--- src/rtl/fetch_unit_if.sv ---
// Fetch-stage bus between the control FSM / datapath (master) and fetch_unit (slave).
// Carries the strobes and branch inputs in, and the PC/IR state with decoded fields out.
interface fetch_unit_if;
    logic        ir_we;
    logic        pc_we;
    logic        jump;
    logic        beq;
    logic        bne;
    logic        zero;
    logic [31:0] rs_data;
    logic [31:0] imem_data;
    logic [31:0] pc;
    logic [31:0] pc_plus4;
    logic [31:0] instr;
    logic [5:0]  opcode;
    logic [5:0]  funct;
    logic [4:0]  rs;
    logic [4:0]  rt;
    logic [4:0]  rd;
    logic [31:0] imm_sext;
    logic [31:0] instr_count;
    logic        align_err;

    modport master (
        output ir_we, pc_we, jump, beq, bne, zero, rs_data, imem_data,
        input  pc, pc_plus4, instr, opcode, funct, rs, rt, rd, imm_sext,
               instr_count, align_err
    );

    modport slave (
        input  ir_we, pc_we, jump, beq, bne, zero, rs_data, imem_data,
        output pc, pc_plus4, instr, opcode, funct, rs, rt, rd, imm_sext,
               instr_count, align_err
    );
endinterface

--- src/rtl/fetch_unit.sv ---
// Instruction fetch / next-PC stage: holds PC, IR and fetch-time PC+4, decodes IR fields,
// and applies at most one redirect (branch, J/JAL, JR) per fetched instruction.
module fetch_unit #(
    parameter logic [31:0] RESET_PC = 32'h0000_0000
) (
    input  logic        clk,
    input  logic        reset,
    fetch_unit_if.slave bus
);
    logic [31:0] r_pc;
    logic [31:0] r_pc_plus4;
    logic [31:0] r_instr;
    logic [31:0] r_instr_count;
    logic        r_redirect_done;
    logic        r_align_err;

    logic [5:0]  w_opcode;
    logic [31:0] w_imm_sext;
    logic [31:0] w_branch_target;
    logic [31:0] w_jump_target;
    logic [31:0] w_target;
    logic        w_take;
    logic        w_is_jr;
    logic        w_misaligned;
    logic        w_redirect;

    assign w_opcode   = r_instr[31:26];
    assign w_imm_sext = {{16{r_instr[15]}}, r_instr[15:0]};

    assign w_take          = bus.jump | (bus.beq & bus.zero) | (bus.bne & ~bus.zero);
    assign w_is_jr         = bus.jump && (w_opcode == 6'd0);
    assign w_branch_target = r_pc_plus4 + {w_imm_sext[29:0], 2'b00};
    assign w_jump_target   = {r_pc_plus4[31:28], r_instr[25:0], 2'b00};
    assign w_misaligned    = w_is_jr && (bus.rs_data[1:0] != 2'b00);

    // A fetch in the same cycle suppresses the redirect; only the first taken redirect counts.
    assign w_redirect = bus.pc_we & ~bus.ir_we & ~r_redirect_done & w_take;

    always_comb begin
        w_target = w_branch_target;
        if (w_is_jr) begin
            w_target = {bus.rs_data[31:2], 2'b00};
        end else if (bus.jump) begin
            w_target = w_jump_target;
        end
    end

    always_ff @(posedge clk) begin
        if (reset) begin
            r_pc            <= RESET_PC;
            r_pc_plus4      <= RESET_PC + 32'd4;
            r_instr         <= 32'd0;
            r_redirect_done <= 1'b1;
            r_instr_count   <= 32'd0;
            r_align_err     <= 1'b0;
        end else if (bus.ir_we) begin
            r_instr         <= bus.imem_data;
            r_pc_plus4      <= r_pc + 32'd4;
            r_pc            <= r_pc + 32'd4;
            r_redirect_done <= 1'b0;
            r_instr_count   <= r_instr_count + 32'd1;
        end else if (w_redirect) begin
            r_pc            <= w_target;
            r_redirect_done <= 1'b1;
            if (w_misaligned) begin
                r_align_err <= 1'b1;
            end
        end
    end

    assign bus.pc          = r_pc;
    assign bus.pc_plus4    = r_pc_plus4;
    assign bus.instr       = r_instr;
    assign bus.opcode      = w_opcode;
    assign bus.funct       = r_instr[5:0];
    assign bus.rs          = r_instr[25:21];
    assign bus.rt          = r_instr[20:16];
    assign bus.rd          = r_instr[15:11];
    assign bus.imm_sext    = w_imm_sext;
    assign bus.instr_count = r_instr_count;
    assign bus.align_err   = r_align_err;
endmodule

--- src/flat_wrapper.sv ---
// flat-port wrapper written by rule: the top's interface ports become plain ports
module fetch_unit_flat 
#(
    parameter logic [31:0] RESET_PC = 32'h0000_0000
)
  (clk, reset, bus_ir_we, bus_pc_we, bus_jump, bus_beq, bus_bne, bus_zero, bus_rs_data, bus_imem_data, bus_pc, bus_pc_plus4, bus_instr, bus_opcode, bus_funct, bus_rs, bus_rt, bus_rd, bus_imm_sext, bus_instr_count, bus_align_err);
  fetch_unit_if bus_i ();
  input  logic clk;
  input  logic reset;
  input wire logic [$bits(bus_i.ir_we)-1:0] bus_ir_we;
  input wire logic [$bits(bus_i.pc_we)-1:0] bus_pc_we;
  input wire logic [$bits(bus_i.jump)-1:0] bus_jump;
  input wire logic [$bits(bus_i.beq)-1:0] bus_beq;
  input wire logic [$bits(bus_i.bne)-1:0] bus_bne;
  input wire logic [$bits(bus_i.zero)-1:0] bus_zero;
  input wire logic [$bits(bus_i.rs_data)-1:0] bus_rs_data;
  input wire logic [$bits(bus_i.imem_data)-1:0] bus_imem_data;
  output wire logic [$bits(bus_i.pc)-1:0] bus_pc;
  output wire logic [$bits(bus_i.pc_plus4)-1:0] bus_pc_plus4;
  output wire logic [$bits(bus_i.instr)-1:0] bus_instr;
  output wire logic [$bits(bus_i.opcode)-1:0] bus_opcode;
  output wire logic [$bits(bus_i.funct)-1:0] bus_funct;
  output wire logic [$bits(bus_i.rs)-1:0] bus_rs;
  output wire logic [$bits(bus_i.rt)-1:0] bus_rt;
  output wire logic [$bits(bus_i.rd)-1:0] bus_rd;
  output wire logic [$bits(bus_i.imm_sext)-1:0] bus_imm_sext;
  output wire logic [$bits(bus_i.instr_count)-1:0] bus_instr_count;
  output wire logic [$bits(bus_i.align_err)-1:0] bus_align_err;
  assign bus_i.ir_we = bus_ir_we;
  assign bus_i.pc_we = bus_pc_we;
  assign bus_i.jump = bus_jump;
  assign bus_i.beq = bus_beq;
  assign bus_i.bne = bus_bne;
  assign bus_i.zero = bus_zero;
  assign bus_i.rs_data = bus_rs_data;
  assign bus_i.imem_data = bus_imem_data;
  assign bus_pc = bus_i.pc;
  assign bus_pc_plus4 = bus_i.pc_plus4;
  assign bus_instr = bus_i.instr;
  assign bus_opcode = bus_i.opcode;
  assign bus_funct = bus_i.funct;
  assign bus_rs = bus_i.rs;
  assign bus_rt = bus_i.rt;
  assign bus_rd = bus_i.rd;
  assign bus_imm_sext = bus_i.imm_sext;
  assign bus_instr_count = bus_i.instr_count;
  assign bus_align_err = bus_i.align_err;
  fetch_unit #(.RESET_PC(RESET_PC)) u_core (.clk(clk), .reset(reset), .bus(bus_i));
endmodule
--- config.mk ---
export PLATFORM = sky130hd
export DESIGN_NAME = fetch_unit_flat
export DESIGN_NICKNAME = d
export VERILOG_FILES = /design/src/rtl/fetch_unit_if.sv /design/src/rtl/fetch_unit.sv /design/src/flat_wrapper.sv
export SDC_FILE = /design/constraint.sdc
export NUM_CORES = 1
export LEC_CHECK = 0
export ABC_AREA = 1
export BUFFER_PORTS_ARGS = -buffer_cell sky130_fd_sc_hd__clkbuf_2
export CORE_MARGIN = 2
export CORE_UTILIZATION = 53
export CTS_CLUSTER_SIZE = 24
export DETAILED_ROUTE_END_ITERATION = 7
export PLACE_DENSITY = 0.79
export SKIP_LAST_GASP = 1
export SYNTH_ARGS = -nofsm -noshare
export SYNTH_HDL_FRONTEND = slang
export SYNTH_SLANG_ARGS = --single-unit
--- constraint.sdc ---
create_clock -name clk -period 4.15 [get_ports clk]
set_input_delay 0.415 -clock clk [delete_from_list [all_inputs] [get_ports clk]]
set_output_delay 0.415 -clock clk [all_outputs]
set_load 0.005 [all_outputs]
Word-level counts from Yosys, hierarchy flattened:

Index checks and enable logic that the tools add are counted.
Widths: inputs -> output; s select.

* register bits: 130
* latch bits: 0
* RAM bits: 0
* memory bits (read-only): 0
* output and inout bits: 188
* word-level logic and storage cells: 31
* memories kept: 0

* add/subtract/negate cells: 3
* multiply operators: 0
* divide/modulo/power cells: 0
* $lt $le $gt $ge: 0
* equality and inequality tests: 0
* shift-type cells: 0
* mux-type cells: 6
* bitwise operators: 10
* reduce and logical (&&, ||, !) cells: 6

Operator list (number)
* $mux 32: 4
* $add 32x1->32 const B: 1
* $add 32x3->32 const B: 1
* $add 32x32->32: 1
* $logic_not 6->1: 1
* $and 1x1->1: 5
* $reduce_bool 2->1: 2
* $not 1->1: 3
* $reduce_and 3->1: 1
* $logic_and 1x1->1: 2
* $mux 1: 2
* $or 1x1->1: 2

Depth between registers and ports, before layout:

Gate-level depths: netlist of run 1.

* depth after elaboration: 6
* gate-level depth with buffers: 15
* gate-level depth less buffers: 15

Least setup slack after synthesis of run 1:

OpenSTA, ideal clock, no wires.

* kind: register to register
* start point: reg u_core.r_instr[15], in the netlist u_core.bus.instr[15]
* end point: reg u_core.r_pc[31], in the netlist u_core.bus.pc[31]
* data arrival time: 2221 ps
* data required time: 4031 ps
* slack: 1810 ps
* stages on the path, launching flop included: 16
* path buffers: 0
* cells stage by stage: dfxtp_1 ha_1 nand2_1 inv_1 nand2_1 nand2_1 inv_1 nand2_1 a21oi_1 nand2_1 nand2_1 nand3_1 nand2_1 nand2_1 nand2_1 a21oi_1

* longest elaborated chain between the ends: 5

Ends and longest elaborated chain
* start, declared: line fetch_unit.sv:12 `logic [31:0] r_instr;`
* start signal, assigned: line fetch_unit.sv:57 `r_instr <= bus.imem_data;`
* $add 32x32->32: line fetch_unit.sv:32 `assign w_branch_target = r_pc_plus4 + {w_imm_sext[29:0], 2'b00};`
* $mux 32: line fetch_unit.sv:43 `end else if (bus.jump) begin`
* $mux 32: line fetch_unit.sv:41 `if (w_is_jr) begin`
* $mux 32: line fetch_unit.sv:62 `end else if (w_redirect) begin`
* $mux 32: line fetch_unit.sv:56 `end else if (bus.ir_we) begin`
* end signal, assigned: line fetch_unit.sv:59 `r_pc <= r_pc + 32'd4;`
* end signal, assigned: line fetch_unit.sv:63 `r_pc <= w_target;`
* end, declared: line fetch_unit.sv:10 `logic [31:0] r_pc;`

Every way passes these cells. The select of a mux whose other input is x is not followed.
A chain may end at the register's enable or synchronous reset.

Worst setup path in the final report of run 1:

* start point: reg u_core.r_instr[15], in the netlist u_core.bus.instr[15]
* end point: reg u_core.r_pc[29], in the netlist u_core.bus.pc[29]

Same word-level chain as after synthesis.

==> impl_results.md, run 1 <==
- Pin count of the biggest net entering global routing: 95
- Final Cycle Share: 0.632
- Total GRT Usage: 0.345
- Arr. time, crit path: 2.94 ns
- Nets: between 1500 and 2000
- Final hold violations: 0
- Sequential-to-total area share from yosys stat: 0.280
- DR vias/cell: 5.43
- Switch Pwr: 1120 uW
- Cell area after layout: roughly 11000 um^2
- CTS Sinks: 130
- DRC: 0
- Gate power share: 0.169
- Die ar.: roughly 19000 um^2
- Post-CTS Hold Fix Bufs: 0
- Max H-tree Level: 4
- Synth Warn #: 0
- #FFs+latches synth: 130
- 1st-pass router iterations: 5
- Crit Reg-Reg Endpoint: u_core.bus.pc[29]
- CTS tree: yes
- Crit Reg-Reg Startpoint: u_core.bus.instr[15]
- Core ar.: 17200 um^2
- Initial antenna violation count: 0
- Post-synth EDFFs: 0
- Synthesized area per cell: between 6 and 7 um^2
- Slew Limit Fails: 0
- Net Count, Synth: 1589
- Num rows: 48
- Drt initial violations: 977
- Die Width: ~140 um
- Post-CTS Resized: 0
- Worst Skew: 0.00932 ns
- R2r setup slk: 1.53 ns
- Input/output buffers: 259
- Share of total power in the clock network: 0.440
- GP Congestion: about 0.97
- Final setup violation count: 0
- Worst skew pair latency: 0.44 ns
- FMAX: ~380 MHz
- Internal: 2500 uW
- Critical Path RT: 4.47 ns
- Hold Path Depth: 3
- Predominant post-synthesis flop cell: dfxtp_1
- Leading cell type in the layout, fill and taps excluded: nand2_1
- Syn Inst Count: about 1500
- Power per cell area: approximately 330 nW/um^2
- Crit path max fanout: 22
- Placed cell areas: 10300 um^2
- Area Overhead vs Synth: 16.9%
- Final HPWL DP: 24.6 mm
- Routed WL per cell: 16.9 um
- Total grt overflow: 0
- Cells on worst reg2reg path: 14
- Switching Fraction: 0.309
- Max-Cap Viols: 0
- Most frequent cells in the layout: nand2_1, clkbuf_2, inv_1
- Routed via count: 10300
- Total wire length: about 32 mm
- Setup WS pre-CTS: 1.38 ns
- Final min period: 2.62 ns
- Antenna-violating nets left: 0
- Sequential Power Share: 0.391
- Max VDD drop: about 0.35 mV
- Ant. Diodes: 0
- FFs w/ async S/R, synth: 0
- Worst hold start: bus_imem_data[1]
- Share of cells above drive strength 1: 0.212
- Crit path kind: flip-flop to flip-flop
- Pleak: 0.00537 uW
- Slew margin rel.: 0.344
- Startpoint Class: flip-flop
- Worst-margin pin slew: 0.984 ns
- Clock root cell: clkbuf_16
- First-pass GRT wire length: 49.8 mm
- Die Ht: 137 um
- Run status: finished, final reports clean
- Setup tns final: 0 ns
- Syn Std Cell Area: 9310 um^2
- Worst hold-check path type: primary input to flip-flop
- IO Pins: 260
- Longest Clk Path Bufs: 2
- Initial Util: 0.540
- Worst-path clk slew: 0.07 ns
- CTS buffer count: 17
- Final worst slack: 1.53 ns
- RSZ-0062 raised after global routing: false
- Hold Path End: u_core.bus.instr[1]
- Number of global-route vias before repair: 9252
- CP Capture Type: flip-flop
- Postcts setup bufs: 0
- Netlist cell types: 49
-- cell families (layout without fill, tap and decap cells) --
kind of cell / count (synthesis) / in the layout / synth area share
flip-flops: 130 / 130 / 0.280
XOR/XNOR: 34 / 34 / 0.0328
AND/OR/NAND/NOR: 722 / 722 / 0.339
buffers and inverters: 290 / 477 / 0.146
adder cells (fa/ha/maj): 32 / 32 / 0.0438
AO/OA/AOI/OAI: 277 / 277 / 0.159
-- worst max path at each step --
stage | end | depth (start not counted) | slack (ns) | from
after floorplan | u_core.bus.pc[31] | 15 | 1.81 | u_core.bus.instr[15]
after global placement | u_core.bus.pc[2] | 10 | 1.42 | bus_ir_we
after detailed placement | u_core.bus.pc[2] | 10 | 1.38 | bus_ir_we
after CTS | u_core.bus.pc[29] | 14 | 1.55 | u_core.bus.instr[15]
after global routing | u_core.bus.pc[29] | 14 | 1.30 | u_core.bus.instr[15]
final | u_core.bus.pc[29] | 14 | 1.53 | u_core.bus.instr[15]
-- synth_stat cells (12+ instances only) --
cell      number  area share
nand4_1       14      0.0094
xor2_1        18       0.017
nand2_2       12      0.0081
nand2_1      394        0.16
inv_1        169       0.068
ha_1          31       0.042
o21ai_0      101       0.054
clkbuf_1      31       0.012
nand3_1       72       0.039
buf_4         63       0.051
buf_2         12      0.0065
a21oi_1      137       0.074
dfxtp_1      130        0.28
xnor2_1       15       0.014
nor2_1       164       0.066
nor3_1        23       0.012
-- stage by stage --
stage	hold WS (ns)	total power (uW)	instances	utilization
final	0.204	3620	1897	0.631
after CTS	0.200	3610	1897	0.631
after floorplan	0.436	1830	1485	-
after global routing	0.220	3750	1897	0.631
after global placement	0.454	2030	1865	0.596
after detailed placement	0.456	2040	1865	0.596
-- power groups by stage --
stage          Sequential [uW]  Clock (uW)  Combinational [uW]
2_1_floorplan             1410           0                 415
3_3_place_gp              1440           0                 597
3_5_place_dp              1440           0                 603
4_1_cts                   1410        1590                 607
5_1_grt                   1420        1650                 687
6_report                  1420        1590                 611
-- flip-flops by register name, indices dropped and copies added, names as in the netlist --
name                    flops
u_core.bus.instr           32
u_core.bus.instr_count     32
u_core.bus.pc              32
u_core.bus.pc_plus4        32
u_core.bus.align_err        1
u_core.r_redirect_done      1
-- critical path, cell delays in order (launching register included) --
cell	delay, ns
dfxtp_1	0.70
buf_4	0.34
ha_1	0.34
nand2_1	0.15
nor2_1	0.06
nor2_1	0.12
nand2_1	0.07
a21oi_1	0.22
nand2_1	0.08
nand2_1	0.07
nand3_1	0.10
nand2_1	0.09
nand2_1	0.05
nand2_1	0.05
a21oi_1	0.07
-- per-layer routing --
metal,routed length [um],vias to the layer above,GRT usage,part of all wire
li1,-,5093,-,-
met1,13500,4608,0.459,0.42
met2,14600,538,0.552,0.46
met3,2810,67,0.0604,0.088
met4,1160,0,0.138,0.036
met5,0,-,0,0
-- area by class of cell --
class,count,area [um^2]
fillers,1658,6360
multi-input cells,1065,5350
flip-flops and latches,130,2600
repair buffers,267,1370
inverters,178,669
clock buffers,18,429
well taps,225,282
clock inverters,14,178
Note: power is estimated with default switching activity, not from simulation.
==> inputs of run 2 (changes only) <==
--- a/config.mk
+++ b/config.mk
@@ -8,10 +8,10 @@
 export ABC_AREA = 1
 export BUFFER_PORTS_ARGS = -buffer_cell sky130_fd_sc_hd__clkbuf_2
 export CORE_MARGIN = 2
-export CORE_UTILIZATION = 53
+export CORE_UTILIZATION = 49
 export CTS_CLUSTER_SIZE = 24
 export DETAILED_ROUTE_END_ITERATION = 7
-export PLACE_DENSITY = 0.79
+export PLACE_DENSITY = 0.77
 export SKIP_LAST_GASP = 1
 export SYNTH_ARGS = -nofsm -noshare
 export SYNTH_HDL_FRONTEND = slang
==> constraint.sdc (replaced) <==
create_clock -name clk -period 2.2 [get_ports clk]
set_input_delay 0.22 -clock clk [delete_from_list [all_inputs] [get_ports clk]]
set_output_delay 0.22 -clock clk [all_outputs]
set_load 0.005 [all_outputs]
==> run 2 against run 1 <==
Against the previous run:
- die area increased by 7.9%
- global-route usage decreased by 0.84 points
- critical path depth decreased by 1
- first-iteration DRC count increased by 13%
- clock power increased by 84%
- fmax increased by 22%
- utilization increased by 0.80 points
- largest cell class unchanged
- worst hold slack got worse by 0.20 ns
- clock-buffer cell count decreased by 1
==> impl_results.md, run 2 (synthesized netlist as in run 1, its figures left out) <==
- Run status: finished, final reports clean
- Clock root cell: clkbuf_16
- Post-CTS Hold Fix Bufs: 0 (unchanged)
- Routed WL per cell: 17.5 um (+3.5%)
- Drt initial violations: 1105 (+13%)
- Critical Path RT: 2.53 ns (-1.94 ns)
- Die ar.: 20100 um^2 (+7.9%)
- First-pass GRT wire length: 52.8 mm (+6.1%)
- Total grt overflow: 0 (unchanged)
- Crit path max fanout: 8 (-64%)
- Worst-margin pin slew: 0.693 ns (-0.291 ns)
- Number of global-route vias before repair: 9810 (+6.0%)
- Final setup violation count: 0 (unchanged)
- CP Capture Type: flip-flop
- Crit path kind: flip-flop to flip-flop
- Share of cells above drive strength 1: 0.295 (+0.0831)
- Arr. time, crit path: 2.48 ns (-0.46 ns)
- Worst path max stage delay: 0.42 ns (-0.28 ns)
- Total GRT Usage: 0.336 (-0.00842)
- Pleak: 0.00580 uW (+8.0%)
- CP dominant cell by count: nand2_1
- Most frequent cells in the layout: nand2_1, clkbuf_2, inv_1
- Max-Cap Viols: 0 (unchanged)
- Final HPWL DP: 26.1 mm (+6.2%)
- Worst hold-check path type: primary input to flip-flop
- CTS buffer count: 17 (unchanged)
- Num rows: 50 (+4.2%)
- Pin count of the biggest net entering global routing: 57 (-40%)
- Setup tns final: 0 ns (unchanged)
- DRC: 0 (unchanged)
- Nets: 1834 (+4.0%)
- CP Cell Sequence: buf_4 > ha_1 > a21o_1 > nor2_1 > nand2_1 > a21oi_2 > nand2_1 > nand2_1 > nand3_1 > nand2_1 > nand2_1 > nand2_1 > a21oi_1
- Total Power: 7010 uW (+94%)
- Worst Skew: 0.00785 ns (-0.00146 ns)
- GP Congestion: 0.984 (+1.3%)
- Initial antenna violation count: 0 (unchanged)
- Initial Util: 0.499 (-0.0407)
- Total wire length: 34.7 mm (+7.9%)
- Worst-path clk slew: 0.07 ns (about the same)
- Final Cycle Share: 0.979 (+0.347)
- Routed via count: 10900 (+5.8%)
- Die Ht: 142 um (+3.9%)
- 1st-pass router iterations: 8 (+3)
- Die Width: 142 um (+3.9%)
- Slowest cell on crit path: dfxtp_4
- Max H-tree Level: 4 (unchanged)
- Max VDD drop: 0.567 mV (+62%)
- Startpoint Class: flip-flop
- IO Pins: 260 (unchanged)
- Input/output buffers: 259 (unchanged)
- Power per cell area: 589 nW/um^2 (+77%)
- Slew Limit Fails: 0 (unchanged)
- FMAX: 464 MHz (+22%)
- RSZ-0062 raised after global routing: true
- Leading cell type in the layout, fill and taps excluded: nand2_1
- Area Overhead vs Synth: 28.0%
- CTS Sinks: 130 (unchanged)
- Final min period: 2.15 ns (-0.468 ns)
- CTS tree: yes
- Final Util: 0.639 (+0.00795)
- Worst skew pair latency: 0.44 ns (about the same)
- Antenna-violating nets left: 0 (unchanged)
- Slew margin rel.: 0.538 (+0.194)
- DR vias/cell: 5.52 (+1.6%)
- Ant. Diodes: 0 (unchanged)
- Core ar.: 18600 um^2 (+8.2%)
- Final hold violations: 0 (unchanged)
- Longest Clk Path Bufs: 2 (unchanged)
## run 2: changes by cell type in the layout (fill, tap and decap cells not counted), sizes merged
| cell | delta |
|---|---|
| bufinv | -2 |
| clkinv | -1 |
| clkbuf | -1 |
| clkinvlp | -1 |
| buf | +71 |
| inv | +5 |
## run 2: timing repair
item	in CTS	in global routing
pin swaps	0	17
hold endpoints to repair	0	0
setup endpoints to repair	6	21
gates resized for setup	3	104
setup buffers	0	5
## run 2: critical path: cells and delay by family (launching register included)
family | cells | cell delay, ns
and+or+nand+nor | 8 | 0.68
buffers and inverters | 1 | 0.18
adders and majority gates | 1 | 0.36
AOI/OAI and AO/OA | 3 | 0.40
DFF | 1 | 0.42
## run 2: through the flow
step | cell area (um^2) | hold slack, ns | worst slack [ns] | std cells
after floorplan | 9310 | 0.355 | 0.195 | 1485
after global placement | 10800 | 0.441 | -0.0182 | 1940
after detailed placement | 10800 | 0.448 | -0.0642 | 1940
after CTS | 11400 | 0.00331 | 0.0125 | 1972
after global routing | 11900 | 0.0233 | -0.0466 | 1977
final | 11900 | 0.00325 | 0.0462 | 1977
## run 2: path summary, 6_finish.rpt
check             slack [ns]                 start  cells past startpoint                   end
setup / recovery        0.05  u_core.bus.instr[15]                     13     u_core.bus.pc[31]
hold / removal         0.003     bus_imem_data[30]                      3  u_core.bus.instr[30]
setup reg to reg        0.05  u_core.bus.instr[15]                     13     u_core.bus.pc[31]
hold reg to reg         0.47  u_core.bus.align_err                      2  u_core.bus.align_err
## run 2: area by class of cell
| class | count | area (um^2) |
|---|---|---|
| Fill cell | 1695 | 6730 |
| Sequential cell | 130 | 2610 |
| Inverter | 178 | 669 |
| Clock inverter | 15 | 163 |
| Multi-Input combinational cell | 1065 | 5810 |
| Tap cell | 234 | 293 |
| Timing Repair Buffer | 338 | 1940 |
| Clock buffer | 17 | 425 |
## run 2: power breakdown
part           switching [uW]  leakage (uW)  total (uW)  internal, uW
Sequential                165       0.00107        2640          2470
Clock                    1310      0.000283        2920          1610
Combinational             860       0.00445        1460           600
## run 2: routing by layer
layer / vias up / track usage / part of all wire
met5: - / 0 / 0
met4: 0 / 0.132 / 0.040
met2: 593 / 0.561 / 0.47
met3: 89 / 0.0597 / 0.082
li1: 5233 / - / -
met1: 4993 / 0.433 / 0.41
